### config.mk
export PLATFORM = sky130hd
export DESIGN_NAME = serial_add_driver
export DESIGN_NICKNAME = d
export VERILOG_FILES = /design/src/rtl/serial_pkg.sv /design/src/rtl/piso_shift.sv /design/src/rtl/serial_add_driver.sv
export SDC_FILE = /design/constraint.sdc
export NUM_CORES = 1
export LEC_CHECK = 0
export ABC_AREA = 1
export CAP_MARGIN = 15
export CORE_UTILIZATION = 45
export CTS_BUF_LIST = sky130_fd_sc_hd__clkbuf_8 sky130_fd_sc_hd__clkbuf_16
export CTS_CLUSTER_DIAMETER = 150
export DETAILED_ROUTE_END_ITERATION = 8
export GPL_TIMING_DRIVEN = 0
export HOLD_SLACK_MARGIN = 0.08
export PLACE_DENSITY = 0.74
export RECOVER_POWER = 50
export SETUP_SLACK_MARGIN = 0.02
export SLEW_MARGIN = 20
export SYNTH_ARGS = -nofsm -noshare
export SYNTH_HDL_FRONTEND = slang
export SYNTH_SLANG_ARGS = --single-unit
### constraint.sdc
create_clock -name clk -period 1.2 [get_ports clk]
set_input_delay 0.18 -clock clk [delete_from_list [all_inputs] [get_ports clk]]
set_output_delay 0.18 -clock clk [all_outputs]
set_load 0.02 [all_outputs]
### src/rtl/serial_pkg.sv
// rtl/serial_pkg.sv - shared state encoding and sizing helpers for the serial add driver
package serial_pkg;

    typedef enum logic [2:0] {
        ST_IDLE  = 3'd0,
        ST_CLEAR = 3'd1,
        ST_SHIFT = 3'd2,
        ST_CARRY = 3'd3,
        ST_DONE  = 3'd4
    } state_e;

    // Bit counter width: ceil(log2(w)), never below one bit.
    function automatic int cnt_width(input int w);
        int r;
        r = $clog2(w);
        return (r < 1) ? 1 : r;
    endfunction

endpackage

### src/rtl/piso_shift.sv
// rtl/piso_shift.sv - parallel-load right-shift register with serial LSB out
module piso_shift #(
    parameter int W = 8
) (
    input  logic         clk,
    input  logic         rst_n,
    input  logic         load,
    input  logic         shift,
    input  logic [W-1:0] din,
    output logic         sout
);

    logic [W-1:0] data_q;
    logic [W-1:0] data_d;

    always_comb begin
        data_d = data_q;
        if (load) begin
            data_d = din;
        end else if (shift) begin
            data_d = data_q >> 1;
        end
    end

    always_ff @(posedge clk or negedge rst_n) begin
        if (!rst_n) begin
            data_q <= '0;
        end else begin
            data_q <= data_d;
        end
    end

    assign sout = data_q[0];

endmodule

### src/rtl/serial_add_driver.sv
// rtl/serial_add_driver.sv - parallel front-end that drives a bit-serial adder
module serial_add_driver
    import serial_pkg::*;
#(
    parameter int W = 8
) (
    input  logic         clk,
    input  logic         rst_n,
    input  logic         in_valid,
    output logic         in_ready,
    input  logic [W-1:0] in_a,
    input  logic [W-1:0] in_b,
    output logic         out_valid,
    input  logic         out_ready,
    output logic [W-1:0] out_sum,
    output logic         out_cout,
    output logic         ser_a,
    output logic         ser_b,
    output logic         ser_clear,
    input  logic         ser_res
);

    localparam int            CW       = cnt_width(W);
    localparam logic [CW-1:0] CNT_LAST = CW'(W - 1);

    state_e        state_q, state_d;
    logic [CW-1:0] cnt_q,   cnt_d;
    logic [W-1:0]  res_q,   res_d;
    logic [W-1:0]  sum_q,   sum_d;
    logic          cout_q,  cout_d;

    logic accept;
    logic shift_en;
    logic a_bit;
    logic b_bit;

    assign accept   = in_valid && (state_q == ST_IDLE);
    assign shift_en = (state_q == ST_SHIFT);

    piso_shift #(.W(W)) u_piso_a (
        .clk   (clk),
        .rst_n (rst_n),
        .load  (accept),
        .shift (shift_en),
        .din   (in_a),
        .sout  (a_bit)
    );

    piso_shift #(.W(W)) u_piso_b (
        .clk   (clk),
        .rst_n (rst_n),
        .load  (accept),
        .shift (shift_en),
        .din   (in_b),
        .sout  (b_bit)
    );

    always_comb begin
        state_d = state_q;
        cnt_d   = cnt_q;
        res_d   = res_q;
        sum_d   = sum_q;
        cout_d  = cout_q;
        case (state_q)
            ST_IDLE: begin
                if (accept) begin
                    state_d = ST_CLEAR;
                end
            end
            ST_CLEAR: begin
                cnt_d   = '0;
                state_d = ST_SHIFT;
            end
            ST_SHIFT: begin
                // Result fills from the MSB end so bit 0 lands in place after W shifts.
                res_d        = res_q >> 1;
                res_d[W-1]   = ser_res;
                cnt_d        = cnt_q + CW'(1);
                if (cnt_q == CNT_LAST) begin
                    state_d = ST_CARRY;
                end
            end
            ST_CARRY: begin
                sum_d   = res_q;
                cout_d  = ser_res;
                state_d = ST_DONE;
            end
            ST_DONE: begin
                if (out_ready) begin
                    state_d = ST_IDLE;
                end
            end
            default: begin
                state_d = ST_IDLE;
            end
        endcase
    end

    always_ff @(posedge clk or negedge rst_n) begin
        if (!rst_n) begin
            state_q <= ST_IDLE;
            cnt_q   <= '0;
            res_q   <= '0;
            sum_q   <= '0;
            cout_q  <= 1'b0;
        end else begin
            state_q <= state_d;
            cnt_q   <= cnt_d;
            res_q   <= res_d;
            sum_q   <= sum_d;
            cout_q  <= cout_d;
        end
    end

    assign in_ready  = (state_q == ST_IDLE);
    assign out_valid = (state_q == ST_DONE);
    assign out_sum   = sum_q;
    assign out_cout  = cout_q;
    assign ser_clear = (state_q == ST_CLEAR);
    assign ser_a     = shift_en & a_bit;
    assign ser_b     = shift_en & b_bit;

endmodule

==> Word level (Yosys, flattened, before mapping) <==
Cells that the tools add are included.
{ "totals": {"ff_bits": 39, "input_bits": 21} }
{ "classes": {"n_addsub": 1, "n_eq_ne": 8, "n_mux": 9, "n_bitwise": 2, "reduce_logical": 5} }
{ "op_table": {"columns": ["operator", "n"], "rows": [
  ["8-bit 2-to-1 mux", 4],
  ["3-bit case mux with 5 select lines", 1],
  ["3-bit 2-to-1 mux", 3],
  ["3-bit by 2-bit == test with 1-bit output (second input constant)", 2],
  ["3-bit == test (second input constant)", 2],
  ["2-bit by 1-bit inequality test with 1-bit output (second input constant)", 3],
  ["3-bit case mux with 2 select lines", 1],
  ["2-bit nonzero test", 2],
  ["3-bit by 1-bit adder with 3-bit output (second input constant)", 1],
  ["3-bit by 1-bit == test with 1-bit output (second input constant)", 1],
  ["3-bit zero test", 1],
  ["3-bit AND reduction", 1],
  ["1-bit AND", 2],
  ["1-bit logical AND", 1]
]} }

==> Longest topological paths before layout <==
{ "logic_depth": {"word_depth": 4, "ltp_mapped": 6, "depth_no_buf": 6} }

==> Cells and area by module <==
From an unflattened synthesis, not the netlist that was laid out.
{ "unflattened": {"cells_unflattened": 193, "hier_area_um2": 1820.5} }
{ "modules_own_cells": {"columns": ["module", "instances", "cells_per_inst", "area_each_um2", "seq_area_each_um2"], "rows": [
  ["serial_add_driver", 1, 107, 1067.3, 575.6],
  ["piso_shift", 2, 43, 376.6, 200.2]
]} }

==> Worst setup path before layout <==
OpenSTA, ideal clock, no wires.
{ "synth_path": {"path_kind": "register to output", "startpoint": "reg state_q[0]", "endpoint": "out in_ready", "arrival_ns": 1.168, "required_ns": 1.020, "setup_slack_ns": -0.148, "stages_incl_launch_ff": 6, "n_path_buf": 2, "cell_sequence": "dfrtp_1 nor2_2 buf_6 buf_4 inv_1 nor2_1"} }
{ "synth_between": {"elab_chain_cells": 1} }
{ "synth_lines": {"columns": ["item", "line", "rtl"], "rows": [
  ["start, declared", "serial_add_driver.sv:26", "state_e state_q, state_d;"],
  ["start signal, assigned", "serial_add_driver.sv:107", "state_q <= state_d;"],
  ["3-bit zero test", "serial_add_driver.sv:115", "assign in_ready = (state_q == ST_IDLE);"],
  ["end, declared", "serial_add_driver.sv:10", "output logic in_ready,"]
]} }
No other way between the ends.

==> Worst setup path after layout <==
{ "layout_path": {"startpoint": "reg state_q[2]", "endpoint": "out in_ready"} }
Same word-level chain as after synthesis.

==> reports/metrics.cfg <==
[floorplan]
row_count = 22
start_util_pct = 46.9
die_width_um = 63.8
die_h_um = 63.8
core_area_um2 = 3660
io_pins = 35
die_area_um2 = 4070

[yosys]
avgSynthCellArea_um2 = 8.94
synth_common_cells = nand2_1, dfrtp_1, nand3_1
async_reset_ff_share_pct = 100
synth-seq-area-share_pct = 56.9
synth_top_cell_by_area = dfrtp_1
synth_area_um2 = 1720
synth_nets = 215
synth.most_common_cell = nand2_1
syn_inst = 192
synth_area_leaders = dfrtp_1, nand2_1, nand3_1
synth.distinct_cells = 21
synth_edf_count = 0
synth_top_area_share_pct = 56.9
synthFlopType = dfrtp_1
synth-seq-cells = 39
ys_warn_count = 0

[critical_path]
critPathSlowestCell = dfrtp_1
end_kind = output pin
crit_fanout = 2
cp_data_arrival_time_ns = 1.32
crit_family = flip-flops
crit_chain = nor2_4 > buf_6 > buf_6 > inv_4 > nor2_4 > buf_6
reg2reg_slack_ns = -0.19
critPathKind = reg -> out
crit_buf_inv = 4
crit_top_cell = buf_6
cp.required_ns = 1.02
crit_path_max_incr_delay_ns = 0.42
worst_setup_path_start_kind = flop

[place]
routabilityCongestion = 0.840
place_hpwl_um = 2340
io_buffers = 33

[layout]
nets = 273
fin_util_pct = 70.6
area_growth_pct = 50.6
drive_above_1_share_pct = 29.5
n_fill_cell = 258
n_antenna_cell = 0

[clock_tree]
clk_path_buf_depth = 2
cts_tree = done
cts_buffers = 5
clk_latency_ns = 0.30
cts-htree-levels = 2
cts.sinks = 39
clk_pin_slew_ns = 0.08
root_buffer = clkbuf_8

[global_route]
grt_max_degree = 27
antenna_found_initial = 0
grt_usage_pct = 22.1
grt_pass1_wl_um = 6740
gr-total-overflow = 0
grt_pass1_vias = 1451

[sta]
worstMarginPinSlew_ns = 0.826
final.min_clock_period_ns = 1.50
finalSetupViolations = 32
slew_headroom_pct = 44.9
slew_viol_final = 0
rsz0062_at_grt = yes
final.period_utilization_pct = 125
finClkSkew_ns = 0.00520
clock.fmax_ghz = 0.666
fin_ws_ns = -0.301
hold_viol = 0

[power_and_ir_drop]
ir_drop_v = 0.00129
p_leak_nw = 1.23
finalPower_mw = 7.19
power.density_nw_per_um2 = 2780

[detailed_routing]
drtAntennaViolNets = 0
drc = 0
drt_first_pass_iters = 4
wirelength_um = 4100
routedWlPerCell_um = 13.7
initialDrtViolationCount = 102
route.vias.total = 1507
viasPerCell = 5.04

[job]
maxCapViolCount = 0

[run_status]
violations = setup timing
outcome = finished, violations left

[min_path]
hp-class = in -> reg

## repair_timing
action | in CTS | in global routing
gates resized for setup | 74 | 43
setup buffers | 13 | 1
endpoints found under the setup margin | 43 | 40
hold buffers | 1 | 0
pin swaps | 5 | 0
gates cloned | 1 | 1
endpoints found under the hold margin | 13 | 0
## cells by family after synthesis
logic type / count (synthesis) / share of synthesized area, %
AO/OA/AOI/OAI: 21 / 6.78
adder cells (fa/ha/maj): 2 / 1.46
flip-flops: 39 / 56.9
buffers and inverters: 31 / 8.67
AND/OR/NAND/NOR: 99 / 26.2
## cell type report
| cell class | count | area [um^2] | area share, % |
|---|---|---|---|
| Sequential cell | 39 | 976 | 37.8 |
| Multi-Input combinational cell | 122 | 718 | 27.8 |
| Timing Repair Buffer | 51 | 497 | 19.2 |
| Buffer | 11 | 110 | 4.26 |
| Inverter | 20 | 108 | 4.16 |
| Clock buffer | 5 | 68.8 | 2.66 |
| Tap cell | 48 | 60.1 | 2.32 |
| Clock inverter | 3 | 47.5 | 1.84 |
## placed cells by master, fill, tap and decap left out, types with 3 or more instances in the layout
master / Yosys / routed
nand2_1: 53 / 47
dfrtp_1: 39 / 39
nand3_1: 22 / 20
clkdlybuf4s50_1: 0 / 18
inv_1: 18 / 15
buf_6: 2 / 14
nand4_1: 14 / 14
buf_4: 3 / 11
o21ai_0: 20 / 10
o21ai_2: 0 / 8
clkbuf_8: 0 / 6
clkdlybuf4s15_1: 0 / 5
nor2_4: 0 / 4
nand2_2: 1 / 4
clkbuf_2: 1 / 4
nand2_4: 0 / 3
## report_power, final
| group | internal, mW | switching [mW] |
|---|---|---|
| Combinational | 1.74 | 2.11 |
| Clock | 0.630 | 0.495 |
| Sequential | 1.87 | 0.339 |
| Total | 4.24 | 2.95 |
## metrics by stage
stage	hold slack, ns	setup slack (ns)	TNS, ns	instances	instance area, um^2
6_report	0.254	-0.301	-3.76	299	2580
5_1_grt	0.267	-0.354	-6.02	299	2580
4_1_cts	0.250	-0.274	-2.30	297	2470
3_5_place_dp	0.103	-0.631	-4.11	274	2140
3_3_place_gp	0.461	-0.982	-41.86	273	2120
2_1_floorplan	-0.116	-0.0171	-0.0506	192	1730
## worst paths after layout
path                                    start                 end  cells after the start
max in group asynchronous               rst_n          out_sum[7]                      3
setup / recovery                   state_q[2]            in_ready                      6
hold / removal                       in_valid  u_piso_b.data_q[6]                      3
min in group asynchronous               rst_n  u_piso_b.data_q[2]                      2
setup reg to reg                   state_q[2]  u_piso_b.data_q[2]                      7
hold reg to reg            u_piso_a.data_q[5]  u_piso_a.data_q[4]                      2
## flip-flops by register name (all words and copies together) (netlist names)
signal,count
out_sum,8
u_piso_a.data_q,8
u_piso_b.data_q,8
cnt_q,3
res_q,8
out_cout,1
state_q,3
## per-layer routing
| metal | wire (um) | share of wire (%) | track usage, % |
|---|---|---|---|
| met5 | 0 | 0 | 0 |
| met4 | 44 | 1.1 | 5.97 |
| met3 | 165 | 4.0 | 5.89 |
| met2 | 2060 | 50 | 35.1 |
| met1 | 1830 | 45 | 29.8 |
## worst reg2reg max path, cell delays in order (launching register included)
cell and delay, ns:
dfrtp_1 0.42, nor2_4 0.16, buf_6 0.12, buf_4 0.17, o21ai_4 0.11, buf_6 0.16, nand2_1 0.06, nand3_1 0.08
No activity file was read; power rests on OpenSTA's default activity.
==> RTL edit: new RTL, same settings <==
`W` is set to 8 in 2 places; all go to 12.
--- a/src/rtl/piso_shift.sv
+++ b/src/rtl/piso_shift.sv
@@ -2,3 +2,3 @@
 module piso_shift #(
-    parameter int W = 8
+    parameter int W = 12
 ) (
--- a/src/rtl/serial_add_driver.sv
+++ b/src/rtl/serial_add_driver.sv
@@ -4,3 +4,3 @@
 #(
-    parameter int W = 8
+    parameter int W = 12
 ) (
Interface: changed (resized in_a, in_b and out_sum); port bits go from 35 to 47. No check against the original RTL was run, so the function may have changed too.
==> RTL edit against the original RTL <==
- the flow still finishes with violations (negative setup slack)
- register-to-register slack got worse by 0.05 ns
- critical path depth decreased by 1
- global-route usage shrank 1.6 points
- routed wire length up 45%
- count of clock-buffer cells in the layout is 2 higher
- clock skew increased by 0.0073 ns
- worst setup slack gained 0.044 ns
- clock power increased by 20%
- power up 28%
- non-clock buffer count is 14 higher
- synthesized area grew 37%
- sequential cell count grew 17
- design area rose by 35%
- critical path type unchanged
==> RTL edit: results (changes against the original RTL) <==
\begin{tabular}{lr}
\hline
Metric & Value \\
\hline
\multicolumn{2}{l}{\textbf{Run status}} \\
Result of the run & complete, but fails checks \\
Violated checks & negative setup slack \\
\multicolumn{2}{l}{\textbf{Layout}} \\
Layout cell share with drive strength beyond 1 & 0.3507 (+0.05590) \\
\multicolumn{2}{l}{\textbf{Timing}} \\
Number of setup violations in the final report & 36 (+13\%) \\
Max-slew headroom & 0.5367 (+0.08738) \\
Setup WS post-layout & -0.2572 ns (+0.04388 ns) \\
\multicolumn{2}{l}{\textbf{Placed design}} \\
Number of I/O port buffers & 46 (+39\%) \\
Post-DP HPWL & 3243 um (+39\%) \\
\multicolumn{2}{l}{\textbf{Synth}} \\
Sequential element share of the synthesized area & 0.5945 (+0.02597) \\
Cell types with the highest counts after synthesis & nand2\_1, dfrtp\_1, nand3\_1 \\
Distinct cell type count after synthesis & 19 (-9.5\%) \\
Biggest area contributors in the synthesized netlist & dfrtp\_1, nand2\_1, nand3\_1 \\
Post-synthesis net count & 302 (+40\%) \\
\multicolumn{2}{l}{\textbf{Worst setup path}} \\
Critical path's slowest cell & dfrtp\_2 \\
Arrival @ worst endpoint & 1.28 ns (-0.04 ns) \\
Largest driver fanout on the critical path & 3 (+1) \\
\multicolumn{2}{l}{\textbf{Detailed routing}} \\
DRC marker count from the first detailed-route iteration & 180 (+76\%) \\
Vias after detailed routing & 2073 (+38\%) \\
Total Routed Length & 5960 um (+45\%) \\
\multicolumn{2}{l}{\textbf{GRT}} \\
GR Util All Layers & 0.2048 (-0.01620) \\
Largest net degree at the start of global routing & 57 (+110\%) \\
First-pass GRT wire length & 8535 um (+27\%) \\
Vias in the first global route & 1859 (+28\%) \\
Met2 capacity usage during global routing & 0.2953 (-0.05577) \\
\multicolumn{2}{l}{\textbf{Pwr}} \\
Max VDD drop & 0.001078 V (-16\%) \\
Leak Pwr & 1.773 nW (+44\%) \\
\hline
\end{tabular}
RTL edit: power by group through the flow:
| stage | Combinational, mW | Sequential (mW) | Clock, mW |
|---|---|---|---|
| finish | 4.72 | 3.17 | 1.34 |
| global route | 5.18 | 3.27 | 1.43 |
| CTS | 3.85 | 3.14 | 1.34 |
| detailed placement | 3.33 | 3.19 | 0 |
| global placement | 3.23 | 3.17 | 0 |
| floorplan | 2.06 | 3.30 | 0 |
RTL edit: layout make-up:
| class | instances | area (um2) |
|---|---|---|
| sequential | 56 | 1404 |
| inverter | 25 | 96.34 |
| tap | 67 | 83.83 |
| clock inverter | 1 | 30.03 |
| buffer | 11 | 127.6 |
| multi-input combinational | 180 | 1076 |
| timing repair buffer | 65 | 569.3 |
| fill | 382 | 1396 |
| clock buffer | 7 | 96.34 |
RTL edit: logic make-up (layout without fill, tap and decap cells):
kind of cell / count (synthesis) / in the layout / share of synthesized area
and+or+nand+nor: 149 / 149 / 0.2680
adders and majority gates: 1 / 1 / 0.005307
xor gates and xnor gates: 1 / 1 / 0.003716
AOI/OAI and AO/OA: 29 / 29 / 0.06316
DFF: 56 / 56 / 0.5945
buffers and inverters: 36 / 109 / 0.06528
RTL edit: repair_timing:
item	in CTS	in global routing
pin swaps	2	3
setup endpoints to repair	65	68
hold buffers	1	0
gates cloned	2	3
setup buffers	10	5
endpoints found under the hold margin	56	0
resized for setup	83	89
RTL edit: metrics by stage:
step	instances	TNS [ns]	worst slack (ns)	cell area (um2)
after floorplan	272	-0.0007451	-0.0007451	2385
after global placement	385	-104.60	-1.958	2929
after detailed placement	385	-6.741	-0.6116	2927
after CTS	405	-4.148	-0.2496	3226
after global routing	412	-8.443	-0.3377	3483
final	412	-5.793	-0.2572	3483
RTL edit: worst paths after layout:
| path | start | endpoint | slack (ns) | cells after the start |
|---|---|---|---|---|
| min reg2reg | u_piso_b.data_q[11] | u_piso_b.data_q[11] | 0.48 | 2 |
| max | state_q[0] | ser_a | -0.26 | 5 |
| max in group asynchronous | rst_n | state_q[0] | 0.24 | 2 |
| max reg2reg | state_q[0] | state_q[0] | -0.24 | 8 |
| min | in_a[11] | u_piso_a.data_q[11] | 0.39 | 3 |
| min in group asynchronous | rst_n | u_piso_a.data_q[9] | 0.45 | 2 |
RTL edit: per-layer routing:
layer,share of wire,vias to the layer above
met4,0.0084,0
li1,-,996
met5,0,-
met3,0.030,5
met2,0.51,44
met1,0.45,1028
RTL edit: worst max-delay path, delay by kind of cell, from the launching register on:
family / cells / cell delay (ns)
buf+inv: 2 / 0.25
flops: 1 / 0.43
simple gates: 3 / 0.30
